===== config.mk =====
export PLATFORM = sky130hd
export DESIGN_NAME = melody_sequencer
export DESIGN_NICKNAME = d
export VERILOG_FILES = /design/src/rtl/melody_sequencer_pkg.sv /design/src/rtl/melody_sequencer_rom.sv /design/src/rtl/melody_sequencer.sv
export SDC_FILE = /design/constraint.sdc
export NUM_CORES = 1
export LEC_CHECK = 0
export CORE_MARGIN = 10
export CORE_UTILIZATION = 45
export CTS_BUF_LIST = sky130_fd_sc_hd__clkbuf_4 sky130_fd_sc_hd__clkbuf_8
export DETAILED_ROUTE_END_ITERATION = 8
export GPL_TIMING_DRIVEN = 0
export PLACE_DENSITY = 0.63
export SYNTH_ARGS = -nofsm -noshare
export SYNTH_HDL_FRONTEND = slang
export SYNTH_SLANG_ARGS = --single-unit

===== constraint.sdc =====
create_clock -name clk -period 11.64 [get_ports clk]
set_input_delay 2.328 -clock clk [delete_from_list [all_inputs] [get_ports clk]]
set_output_delay 2.328 -clock clk [all_outputs]
set_load 0.1 [all_outputs]

===== src/rtl/melody_sequencer_pkg.sv =====
// Shared definitions for the melody player and the keyboard-piano path.
//   - FSM state encoding for melody_sequencer
//   - SILENCE_DIV: the divisor note_gen treats as silence
//   - Note divisors for a 100 MHz clock: DIV_x = CLK_HZ / (2 * f) - 1
//   - Helper functions used to build the melody ROM
package melody_sequencer_pkg;

  localparam int DIV_W  = 22;
  localparam int CLK_HZ = 100_000_000;

  typedef logic [DIV_W-1:0] div_t;

  localparam logic [1:0] ST_IDLE  = 2'd0;
  localparam logic [1:0] ST_PLAY  = 2'd1;
  localparam logic [1:0] ST_PAUSE = 2'd2;

  localparam div_t SILENCE_DIV = 22'd1;

  localparam div_t DIV_C4 = div_t'(CLK_HZ / (2 * 262) - 1);
  localparam div_t DIV_D4 = div_t'(CLK_HZ / (2 * 294) - 1);
  localparam div_t DIV_E4 = div_t'(CLK_HZ / (2 * 330) - 1);
  localparam div_t DIV_F4 = div_t'(CLK_HZ / (2 * 349) - 1);
  localparam div_t DIV_G4 = div_t'(CLK_HZ / (2 * 392) - 1);
  localparam div_t DIV_A4 = div_t'(CLK_HZ / (2 * 440) - 1);
  localparam div_t DIV_B4 = div_t'(CLK_HZ / (2 * 494) - 1);
  localparam div_t DIV_C5 = div_t'(CLK_HZ / (2 * 523) - 1);

  // One octave up halves the divisor; a rest stays a rest.
  function automatic div_t octave_up(input div_t d);
    return (d == SILENCE_DIV) ? SILENCE_DIV : (d >> 1);
  endfunction

endpackage


===== src/rtl/melody_sequencer_rom.sv =====
// melody_rom: combinational melody table.
//   beat_idx_i   beat index
//   div_left_o   left-channel divisor for that beat
//   div_right_o  right-channel divisor (left voice one octave up)
// The melody is a 16-step phrase repeated through the song; steps with no
// note are rests. Indices at or beyond SONG_LEN return silence.
module melody_rom
  import melody_sequencer_pkg::*;
#(
  parameter int IDX_W    = 6,
  parameter int SONG_LEN = 64
) (
  input  logic [IDX_W-1:0] beat_idx_i,
  output logic [21:0]      div_left_o,
  output logic [21:0]      div_right_o
);

  always_comb begin
    // NOTE: every output gets a default before the case, so no path leaves
    // a value unassigned and no latch is inferred.
    div_left_o  = SILENCE_DIV;
    div_right_o = SILENCE_DIV;
    if (int'(beat_idx_i) < SONG_LEN) begin
      case (4'(beat_idx_i))
        4'd0:    div_left_o = DIV_C4;
        4'd1:    div_left_o = DIV_E4;
        4'd2:    div_left_o = DIV_G4;
        4'd4:    div_left_o = DIV_F4;
        4'd5:    div_left_o = DIV_A4;
        4'd6:    div_left_o = DIV_C5;
        4'd8:    div_left_o = DIV_G4;
        4'd9:    div_left_o = DIV_F4;
        4'd10:   div_left_o = DIV_E4;
        4'd11:   div_left_o = DIV_D4;
        4'd12:   div_left_o = DIV_C4;
        4'd13:   div_left_o = DIV_D4;
        4'd14:   div_left_o = DIV_C4;
        default: div_left_o = SILENCE_DIV;  // rests on steps 3, 7, 15
      endcase
      div_right_o = octave_up(div_left_o);
    end
  end

endmodule


===== src/rtl/melody_sequencer.sv =====
// melody_sequencer: steps through the melody ROM one note pair per beat and
// drives note_gen's divisors.
//   clk            system clock
//   rst            asynchronous active-low reset
//   play           pulse: start / pause / resume
//   stop           pulse: abort and rewind (wins over play)
//   loop_en        level: wrap to beat 0 after the last beat
//   tempo_sel      beat length = BEAT_DIV >> tempo_sel
//   note_div_left  left divisor, 22'd1 = silence
//   note_div_right right divisor, 22'd1 = silence
//   beat_idx       current beat
//   playing        high while playing
//   done           one-cycle pulse when a non-looping melody ends
// All outputs are registered and computed from next-state values, so they
// change on the same edge as the state, beat index and tick counter.
// GAP must stay below the shortest beat length in use.
module melody_sequencer
  import melody_sequencer_pkg::*;
#(
  parameter int SONG_LEN = 64,
  parameter int IDX_W    = 6,
  parameter int BEAT_DIV = 25_000_000,
  parameter int GAP      = 1_000_000
) (
  input  logic             clk,
  input  logic             rst,
  input  logic             play,
  input  logic             stop,
  input  logic             loop_en,
  input  logic [1:0]       tempo_sel,
  output logic [21:0]      note_div_left,
  output logic [21:0]      note_div_right,
  output logic [IDX_W-1:0] beat_idx,
  output logic             playing,
  output logic             done
);

  localparam int TICK_W = $clog2(BEAT_DIV + 1);
  localparam logic [TICK_W-1:0] BEAT_DIV_T = TICK_W'(BEAT_DIV);
  localparam logic [TICK_W-1:0] GAP_T      = TICK_W'(GAP);
  localparam logic [TICK_W-1:0] ONE_T      = TICK_W'(1);
  localparam logic [IDX_W-1:0]  ONE_IDX    = IDX_W'(1);
  localparam logic [IDX_W-1:0]  LAST_IDX   = IDX_W'(SONG_LEN - 1);

  logic [1:0]        state_q, state_d;
  logic [IDX_W-1:0]  beat_idx_q, beat_idx_d;
  logic [TICK_W-1:0] tick_q, tick_d;
  logic [TICK_W-1:0] beat_len_q, beat_len_d;
  logic [21:0]       left_q, left_d, right_q, right_d;
  logic              playing_q, done_q, done_d;

  logic [TICK_W-1:0] beat_len_new;
  logic              beat_end;
  logic              sounding;
  logic [21:0]       rom_left, rom_right;

  assign beat_len_new = BEAT_DIV_T >> tempo_sel;
  assign beat_end     = (tick_q == beat_len_q - ONE_T);

  always_comb begin
    state_d    = state_q;
    beat_idx_d = beat_idx_q;
    tick_d     = tick_q;
    beat_len_d = beat_len_q;
    done_d     = 1'b0;
    if (stop) begin
      state_d    = ST_IDLE;
      beat_idx_d = '0;
      tick_d     = '0;
      beat_len_d = beat_len_new;
    end else begin
      case (state_q)
        ST_IDLE: begin
          if (play) begin
            state_d    = ST_PLAY;
            beat_idx_d = '0;
            tick_d     = '0;
            beat_len_d = beat_len_new;
          end
        end
        ST_PLAY: begin
          if (play) begin
            state_d = ST_PAUSE;  // tick and beat freeze where they are
          end else if (beat_end) begin
            // Beat length is only re-sampled here, so a tempo change
            // mid-beat applies from the next beat.
            tick_d     = '0;
            beat_len_d = beat_len_new;
            if (beat_idx_q == LAST_IDX) begin
              beat_idx_d = '0;
              if (!loop_en) begin
                state_d = ST_IDLE;
                done_d  = 1'b1;
              end
            end else begin
              beat_idx_d = beat_idx_q + ONE_IDX;
            end
          end else begin
            tick_d = tick_q + ONE_T;
          end
        end
        ST_PAUSE: begin
          if (play) state_d = ST_PLAY;
        end
        default: state_d = ST_IDLE;
      endcase
    end
  end

  melody_rom #(
    .IDX_W    (IDX_W),
    .SONG_LEN (SONG_LEN)
  ) u_rom (
    .beat_idx_i  (beat_idx_d),
    .div_left_o  (rom_left),
    .div_right_o (rom_right)
  );

  // The last GAP ticks of every beat are silent so repeated notes articulate.
  assign sounding = (state_d == ST_PLAY) && (tick_d < beat_len_d - GAP_T);
  assign left_d   = sounding ? rom_left  : SILENCE_DIV;
  assign right_d  = sounding ? rom_right : SILENCE_DIV;

  // NOTE: sequential state uses non-blocking assignments so every register
  // samples the pre-edge values regardless of statement order.
  always_ff @(posedge clk or negedge rst) begin
    if (!rst) begin
      state_q    <= ST_IDLE;
      beat_idx_q <= '0;
      tick_q     <= '0;
      beat_len_q <= BEAT_DIV_T;
      left_q     <= SILENCE_DIV;
      right_q    <= SILENCE_DIV;
      playing_q  <= 1'b0;
      done_q     <= 1'b0;
    end else begin
      state_q    <= state_d;
      beat_idx_q <= beat_idx_d;
      tick_q     <= tick_d;
      beat_len_q <= beat_len_d;
      left_q     <= left_d;
      right_q    <= right_d;
      playing_q  <= (state_d == ST_PLAY);
      done_q     <= done_d;
    end
  end

  assign note_div_left  = left_q;
  assign note_div_right = right_q;
  assign beat_idx       = beat_idx_q;
  assign playing        = playing_q;
  assign done           = done_q;

endmodule


==> metrics.txt, run 1 <==
result of the run complete, no violations; maximum fanout along the worst path 10; number of failing hold endpoints at the final stage 0; async set-reset flop share out of synthesis 1.000; largest cells by area after synthesis dfrtp_1 (29%), ha_1 (6.1%), dfstp_2 (5.3%); via/cell ratio 6.252; leading cell types in the layout, fill and taps excluded dfrtp_1 (79), nor2_1 (70), nand2_1 (66), a21oi_1 (57), clkdlybuf4s50_1 (46); number of endpoints failing setup at the final stage 0; Crit path max-delay family simple AND/OR/NAND/NOR gates; depth of the worst register-to-register path 25; most used flip-flop cell after synthesis dfrtp_1; final routed wirelength across all metal layers 23790 µm; data arrival time of the critical path 9870 ps; total gr overflow 0; final worst setup slack 2034 ps; Synth Instances 812; sum of negative setup slack 0 ps; type of the most critical hold path flip-flop to flip-flop; effective utilization at floorplan 0.4571; VDD IR max 0.04918 mV; final antenna-violating net count 0; setup slack on the worst flop-to-flop path 2030 ps; xor-xnor portion of the synthesized cell area 0.06073; root cell of the clock tree clkbuf_8; mean routed wirelength per cell 22.21 µm; global-route usage over all layers 0.2318; largest family of logic cells by synthesized area simple AND/OR/NAND/NOR gates; synthesis-stage register bit count 93; Die Area 0.02075 mm²; Worst R2R End note_div_right[3]; clock tree from TritonCTS yes; number of remaining DRC errors 0; initial antenna violation count 0; buffers inserted during post-CTS setup optimization 0; worst reg2reg path startpoint beat_len_q[0]; post-synthesis compound-gate area fraction 0.2116; number of port buffers 47; drt initial violations 601; critical path capture point note_div_right[3]; Cell variety after synth 82; post-cts gate resize count 0; core outline area 0.01515 mm²; sequential share of the synthesized area 0.3387; Adder-Cell Fraction of Synth Area 0.06145; maximum number of pins on one net before global-route repair 53; Clock Path Buffers 2; relative slew slack 0.2869; number of global-route vias before repair 6548; final weighted congestion of routability-driven global placement 0.9906; # hold bufs at CTS 0; largest area contributor in the synthesized netlist dfrtp_1; antenna diode instance count 0; layout overhead on the synthesized area 14.17%; Maximum Capacitance Violations 0; sum of net half-perimeters after detailed placement 18450 µm; global-route wire length before repair 37230 µm; Setup WS pre-CTS 1897 ps; worst skew pair latency 400 ps; path length in cells of the critical path 25; crit-path max cell delay 910 ps; number of CTS-inserted buffers 9; Post-synth EDFFs 0; worst-path cell with the longest stage delay nor4_1; fin. max-slew vios 0; final cycle utilization of the critical path 0.8253; ports placed on the boundary 59; Chip Width 144.0 µm; startpoint kind of the worst setup timing path flip-flop; synthesized cell area 0.006923 mm²; ratio of total power to cell area 107.1 mW/mm²; multiplexer share of the synthesized area 0.02097; number of clock sinks 93; fraction of layout instances using a drive strength above 1 0.09626; area fraction in and, or, nand and nor cells after synthesis 0.2494; final worst path period need 9606 ps; nature of the critical path endpoint flip-flop; Nets 920; measured slew at the worst slew-check pin 1055 ps; number of placement rows 45; htree depth 3; Req. time, crit path 11910 ps; most common cell after layout, fill and taps aside dfrtp_1; Critical path origin beat_len_q[0]; post-synth top area share 0.2856; maximum operating frequency 104.1 MHz; Synth Area per Inst 8.526 µm²; setup repair after global routing missed its margin no; Synth Warn # 0; TritonRoute pass-1 iters 6; die height 144.0 µm; Buffers & Inverters on Critical Path 5; crit path kind flip-flop to flip-flop; worst clock skew 13.33 ps; via total after detailed routing 6696; Worst-path clk slew 100 ps; Leak 3.321 nW
[power by group]
part	switching, mW	leakage [nW]	internal, mW
Sequential	0.00930	1.21	0.339
Clock	0.130	0.108	0.122
Combinational	0.179	2.00	0.0677
Total	0.318	3.32	0.529
[stage by stage]
stage | util | power, mW | area, µm² | instances | hold WS (ps)
final | 0.5219 | 0.8465 | 7904 | 1071 | 540.4
after global routing | 0.5219 | 0.8794 | 7904 | 1071 | 573.5
after CTS | 0.5219 | 0.8490 | 7904 | 1071 | 537.4
after detailed placement | 0.5073 | 0.5973 | 7684 | 1056 | 521.8
after global placement | 0.5057 | 0.5934 | 7659 | 1055 | 515.4
after floorplan | - | 0.5277 | 6953 | 820 | 485.4
[final cells by class]
type	instances	area [µm²]
fill	1433	7242
clock buffer	9	123.9
buffer	60	290.3
inverter	27	101.3
clock inverter	6	96.34
timing repair buffer	48	495.5
multi-input combinational	640	4217
tap	188	235.2
sequential	93	2345
[routing by layer]
metal | vias to the layer above | wire [µm] | GRT usage
li1 | 3124 | - | -
met1 | 3267 | 10330 | 0.3062
met2 | 261 | 11170 | 0.3682
met3 | 44 | 1536 | 0.03739
met4 | 0 | 753 | 0.09672
met5 | - | 0 | 0
[registers in the layout, indices dropped and copies added, names as in the netlist]
register        count
tick_q             25
note_div_right     16
beat_idx            6
note_div_left      17
done                1
beat_len_q         25
state_q             2
playing             1
[how the worst min path moves through the flow]
| stage | startpoint | endpoint | slack [ps] | depth (start not counted) |
|---|---|---|---|---|
| after floorplan | beat_len_q[19] | beat_len_q[19] | 490 | 2 |
| after global placement | beat_len_q[19] | beat_len_q[19] | 520 | 2 |
| after detailed placement | beat_idx[5] | beat_idx[5] | 520 | 1 |
| after CTS | beat_len_q[19] | beat_len_q[19] | 540 | 2 |
| after global routing | beat_len_q[24] | beat_len_q[24] | 570 | 1 |
| final | beat_idx[5] | beat_idx[5] | 540 | 1 |
[cells by family after synthesis]
logic type	after synthesis
compound gates	215
xor+xnor	48
fa+ha+maj	34
buf+inv	87
flops	93
mux	13
other cells	1
simple gates	321
[Yosys cell counts (9+ instances only)]
master,instances
dfrtp_1,79
nor2_1,70
nand2_1,66
a21oi_1,57
o21ai_0,38
clkbuf_1,35
ha_1,34
xnor2_1,32
nor3_1,28
inv_1,27
nand3_1,21
and3_1,18
xor2_1,16
nand4_1,15
dfstp_2,14
nor4_1,13
or3_1,13
or4_1,13
a21o_1,11
and2_1,11
buf_4,11
nor2b_1,11
a311oi_1,10
a31oi_1,10
nand2b_1,10
a211oi_1,9
a22oi_1,9
o211ai_1,9
or2_2,9
No activity file was read; power rests on OpenSTA's default activity.
==> run 2, diff against run 1 <==
==> constraint.sdc (replaced) <==
create_clock -name clk -period 9.75 [get_ports clk]
set_input_delay 1.95 -clock clk [delete_from_list [all_inputs] [get_ports clk]]
set_output_delay 1.95 -clock clk [all_outputs]
set_load 0.1 [all_outputs]
==> run 2 against run 1 <==
Clock power grew 19%. Clock skew about the same. Cell count is the same. Die area unchanged.
==> metrics.txt, run 2 (synthesis results as in run 1) <==
htree depth 3; final antenna-violating net count 0; global-route met2 utilization 0.3682; met1 usage in global routing 0.3062; Chip Width 144.0 µm; Clock Path Buffers 2; sum of net half-perimeters after detailed placement 18450 µm; worst-path cell with the longest stage delay nor4_4; die height 144.0 µm; leading cell types in the layout, fill and taps excluded dfrtp_1 (79), nor2_1 (70), nand2_1 (66), a21oi_1 (57), clkdlybuf4s50_1 (46); global-route usage over all layers 0.2318; data arrival time of the critical path 9350 ps; Leak 3.324 nW; startpoint kind of the worst setup timing path flip-flop; core outline area 0.01515 mm²; Worst R2R End note_div_right[3]; number of failing hold endpoints at the final stage 0; final worst path period need 9084 ps; end of the worst hold path beat_idx[5]; worst clock skew 13.83 ps; cell occurring most often along the worst timing path clkbuf_1; source of the worst hold timing path beat_idx[5]; setup repair after global routing missed its margin no; nature of the critical path endpoint flip-flop; total gr overflow 0; sum of negative setup slack 0 ps; type of the most critical hold path flip-flop to flip-flop; global-route wire length before repair 37230 µm; number of port buffers 47; Die Area 0.02075 mm²; number of clock sinks 93; worst reg2reg path startpoint beat_len_q[0]; final weighted congestion of routability-driven global placement 0.9906; number of placement rows 45; effective utilization at floorplan 0.4571; Worst-path clk slew 100 ps; clock tree from TritonCTS yes; GR Layer Usage met3 0.03739; Req. time, crit path 10010 ps; number of endpoints failing setup at the final stage 0; worst skew pair latency 400 ps; crit path kind flip-flop to flip-flop; Nets 920; crit-path max cell delay 740 ps; fraction of the core area covered by cells at the end of the flow 0.5227; post-route total power 1.012 mW; maximum number of pins on one net before global-route repair 53; drt initial violations 629; Maximum Capacitance Violations 0; measured slew at the worst slew-check pin 1078 ps; maximum fanout along the worst path 10; maximum operating frequency 110.1 MHz; via/cell ratio 6.276; final cycle utilization of the critical path 0.9317; Fin Hold WS 544.1 ps; root cell of the clock tree clkbuf_8; setup slack on the worst flop-to-flop path 670 ps; ratio of total power to cell area 127.8 mW/mm²; via total after detailed routing 6722; number of remaining DRC errors 0; fin. max-slew vios 0; final routed wirelength across all metal layers 23820 µm; fraction of layout instances using a drive strength above 1 0.09853; antenna diode instance count 0; TritonRoute pass-1 iters 6; # hold bufs at CTS 0; Post-Layout Cell Count 1071; ports placed on the boundary 59; number of placed cells counting well taps 1056; relative slew slack 0.2765; number of CTS-inserted buffers 9; mean routed wirelength per cell 22.24 µm; number of cells on the worst hold path 1; result of the run complete, no violations; global-route layer with the greatest usage met2; depth of the worst register-to-register path 27; layout overhead on the synthesized area 14.35%; VDD IR max 0.05979 mV; number of global-route vias before repair 6548; initial antenna violation count 0; most common cell after layout, fill and taps aside dfrtp_1
==> run 2: timing repair <==
item                                   4_1_cts  5_1_grt
setup endpoints to repair                    0       30
setup buffers                                0        0
gates resized for setup                      0        2
endpoints found under the hold margin        0        0
==> run 2: cell type report <==
| type | instances | area, µm² |
|---|---|---|
| timing repair buffer | 48 | 495.5 |
| clock inverter | 6 | 96.34 |
| sequential | 93 | 2345 |
| tap | 188 | 235.2 |
| multi-input combinational | 640 | 4229 |
| clock buffer | 9 | 123.9 |
| fill | 1432 | 7229 |
| buffer | 60 | 290.3 |
| inverter | 27 | 101.3 |
==> run 2: power breakdown <==
group	switching (mW)	leakage [nW]	total, mW	internal [mW]
combinational	0.214	2.00	0.295	0.0810
sequential	0.0113	1.21	0.416	0.404
clock	0.155	0.108	0.301	0.146
total	0.380	3.32	1.01	0.632
==> run 2: worst max-delay path by stage <==
stage	from	endpoint	slack (ps)
finish	beat_len_q[0]	note_div_right[3]	670
CTS	beat_len_q[0]	note_div_right[3]	270
global route	beat_len_q[0]	note_div_right[3]	270
global placement	beat_len_q[0]	note_div_left[4]	310
detailed placement	beat_len_q[0]	note_div_right[3]	340
floorplan	beat_len_q[3]	note_div_left[3]	3280
==> run 2: through the flow <==
stage	worst slack, ps	instance area [µm²]
2_1_floorplan	3280	6953
3_3_place_gp	313.4	7659
3_5_place_dp	336.9	7684
4_1_cts	274.1	7904
5_1_grt	271.9	7916
6_report	665.5	7916
==> run 2: critical path: cells and delay by family (launching register included) <==
| kind | cells | cell delay, ps |
|---|---|---|
| simple gates | 12 | 4140 |
| compound gates | 4 | 1630 |
| buf+inv | 7 | 1730 |
| fa+ha+maj | 3 | 770 |
| flops | 1 | 480 |
| xor+xnor | 1 | 160 |
==> run 2: per-layer routing <==
| metal | up-vias | wire length, µm | share of wire |
|---|---|---|---|
| met5 | - | 0 | 0 |
| met4 | 0 | 756 | 0.032 |
| met3 | 47 | 1480 | 0.062 |
| met2 | 255 | 11240 | 0.47 |
| met1 | 3300 | 10350 | 0.43 |
| li1 | 3120 | - | - |
==> run 3, diff against run 2 <==
--- a/config.mk
+++ b/config.mk
@@ -5,12 +5,14 @@
 export SDC_FILE = /design/constraint.sdc
 export NUM_CORES = 1
 export LEC_CHECK = 0
+export CELL_PAD_IN_SITES_DETAIL_PLACEMENT = 1
+export CELL_PAD_IN_SITES_GLOBAL_PLACEMENT = 2
 export CORE_MARGIN = 10
-export CORE_UTILIZATION = 45
+export CORE_UTILIZATION = 37
 export CTS_BUF_LIST = sky130_fd_sc_hd__clkbuf_4 sky130_fd_sc_hd__clkbuf_8
 export DETAILED_ROUTE_END_ITERATION = 8
 export GPL_TIMING_DRIVEN = 0
-export PLACE_DENSITY = 0.63
+export PLACE_DENSITY = 0.81
 export SYNTH_ARGS = -nofsm -noshare
 export SYNTH_HDL_FRONTEND = slang
 export SYNTH_SLANG_ARGS = --single-unit
==> run 3 against run 2 <==
Cell count is 3.9% higher. Design area is 0.47% higher. Critical path depth is 1 lower. Worst setup slack worse by 230 ps. Register-to-register slack worse by 230 ps. Maximum frequency is 2.5% lower. Die area is 18% higher. Non-clock buffer count stayed put. Critical path type unchanged. Largest power group unchanged.
==> metrics.txt, run 3 (synthesis results as in run 1) <==
Setup WS pre-CTS 265.6 ps; total gr overflow 0; initial antenna violation count 0; Fin Hold WS 543.1 ps; Layout fillers 2165; leading cell types in the layout, fill and taps excluded dfrtp_1 (79), nor2_1 (70), nand2_1 (66), a21oi_1 (57), clkdlybuf4s50_1 (46); Finished Cell Area 0.007954 mm²; final weighted congestion of routability-driven global placement 0.9336; mean routed wirelength per cell 23.35 µm; Leak 3.319 nW; fraction of layout instances using a drive strength above 1 0.09842; number of failing hold endpoints at the final stage 0; Die Area 0.02458 mm²; # hold bufs at CTS 0; Req. time, crit path 10030 ps; global-route usage over all layers 0.2124; global-route wire length before repair 41060 µm; maximum number of pins on one net before global-route repair 51; number of placed cells counting well taps 1097; ratio of total power to cell area 127.5 mW/mm²; maximum operating frequency 107.3 MHz; via total after detailed routing 6782; sum of net half-perimeters after detailed placement 20130 µm; antenna diode instance count 0; TritonRoute pass-1 iters 5; drt initial violations 535; final worst path period need 9319 ps; worst skew pair latency 410 ps; number of endpoints failing setup at the final stage 0; fin. max-slew vios 0; final cycle utilization of the critical path 0.9558; buffers inserted during post-CTS setup optimization 0; core outline area 0.01821 mm²; relative slew slack 0.2307; type of the most critical hold path flip-flop to flip-flop; crit path kind flip-flop to flip-flop; die height 156.8 µm; clock tree from TritonCTS yes; Post-Layout Cell Count 1113; number of placement rows 49; number of global-route vias before repair 6996; startpoint kind of the worst setup timing path flip-flop; Clock Path Buffers 2; most common cell after layout, fill and taps aside dfrtp_1; Nets 920; layout overhead on the synthesized area 14.89%; standard cell area after detailed placement 0.007735 mm²; result of the run complete, no violations; number of CTS-inserted buffers 9; VDD IR max 0.06374 mV; nature of the critical path endpoint flip-flop; Worst-path clk slew 120 ps; sum of negative setup slack 0 ps; number of port buffers 47; root cell of the clock tree clkbuf_8; ports placed on the boundary 59; measured slew at the worst slew-check pin 1146 ps; number of remaining DRC errors 0; maximum fanout along the worst path 10; setup repair after global routing missed its margin no; effective utilization at floorplan 0.3802; htree depth 3; number of cells on the worst hold path 2; data arrival time of the critical path 9600 ps; fraction of the core area covered by cells at the end of the flow 0.4368; via/cell ratio 6.093; number of clock sinks 93; Chip Width 156.8 µm; worst clock skew 19.34 ps; final worst setup slack 430.6 ps; Maximum Capacitance Violations 0; depth of the worst register-to-register path 26; final antenna-violating net count 0; final routed wirelength across all metal layers 25990 µm; post-route total power 1.014 mW
[run 3: cell types whose count changed in the layout (fill, tap and decap cells not counted)]
| cell | delta |
|---|---|
| clkinv_4 | -1 |
| nor4b_1 | +1 |
| nor4b_2 | -1 |
| bufinv_16 | -1 |
| inv_8 | +2 |
| inv_6 | +1 |
[run 3: routing by layer]
metal  wire length, µm  vias to the layer above  track usage
met2             12670                      150       0.3534
met4               582                        0      0.06202
met3              1003                       36      0.03646
met1             11740                     3473       0.2758
met5                 0                        -            0
li1                  -                     3123            -
[run 3: power by group]
part / leakage, nW / internal [mW] / switching [mW]
sequential: 1.21 / 0.405 / 0.0115
clock: 0.106 / 0.126 / 0.174
combinational: 2.00 / 0.0809 / 0.217
total: 3.32 / 0.611 / 0.403
[run 3: what timing repair did]
action	CTS	global route
setup endpoints to repair	0	30
gates resized for setup	0	1
endpoints found under the hold margin	0	0
[run 3: final timing paths]
path / start / to / slack [ps]
worst max-delay path: beat_len_q[0] / note_div_left[4] / 430
min in group asynchronous: rst / tick_q[6] / 1550
worst min-delay path: beat_len_q[19] / beat_len_q[19] / 540
worst max register to register: beat_len_q[0] / note_div_left[4] / 430
max in group asynchronous: rst / note_div_left[0] / 7470
worst min register to register: beat_len_q[19] / beat_len_q[19] / 540
[run 3: critical path, stage by stage (launching register included)]
cell and delay [ps]:
dfrtp_1 490, inv_1 130, ha_1 230, nor4b_1 820, nand2_1 220, o31ai_1 390, nand2_1 90, or4_4 590
nor4_4 740, nor2_1 370, clkbuf_1 460, a21oi_1 350, ha_1 250, inv_1 60, o22ai_1 520, nand4_1 300
a311o_1 390, xor2_1 160, ha_1 320, nand4_1 230, nor4_2 610, nand2_1 110, a21oi_1 350, or4b_1 180
clkbuf_1 310, clkbuf_1 400, nor3_1 120
[run 3: layout make-up]
cell class                      count  area, µm²  area share
Tap cell                          229      286.5     0.03602
Sequential cell                    93       2345      0.2948
Clock buffer                        9      123.9     0.01557
Inverter                           27      101.3     0.01274
Multi-Input combinational cell    640       4223      0.5309
Clock inverter                      7      88.84     0.01117
Buffer                             60      290.3     0.03650
Timing Repair Buffer               48      495.5     0.06229
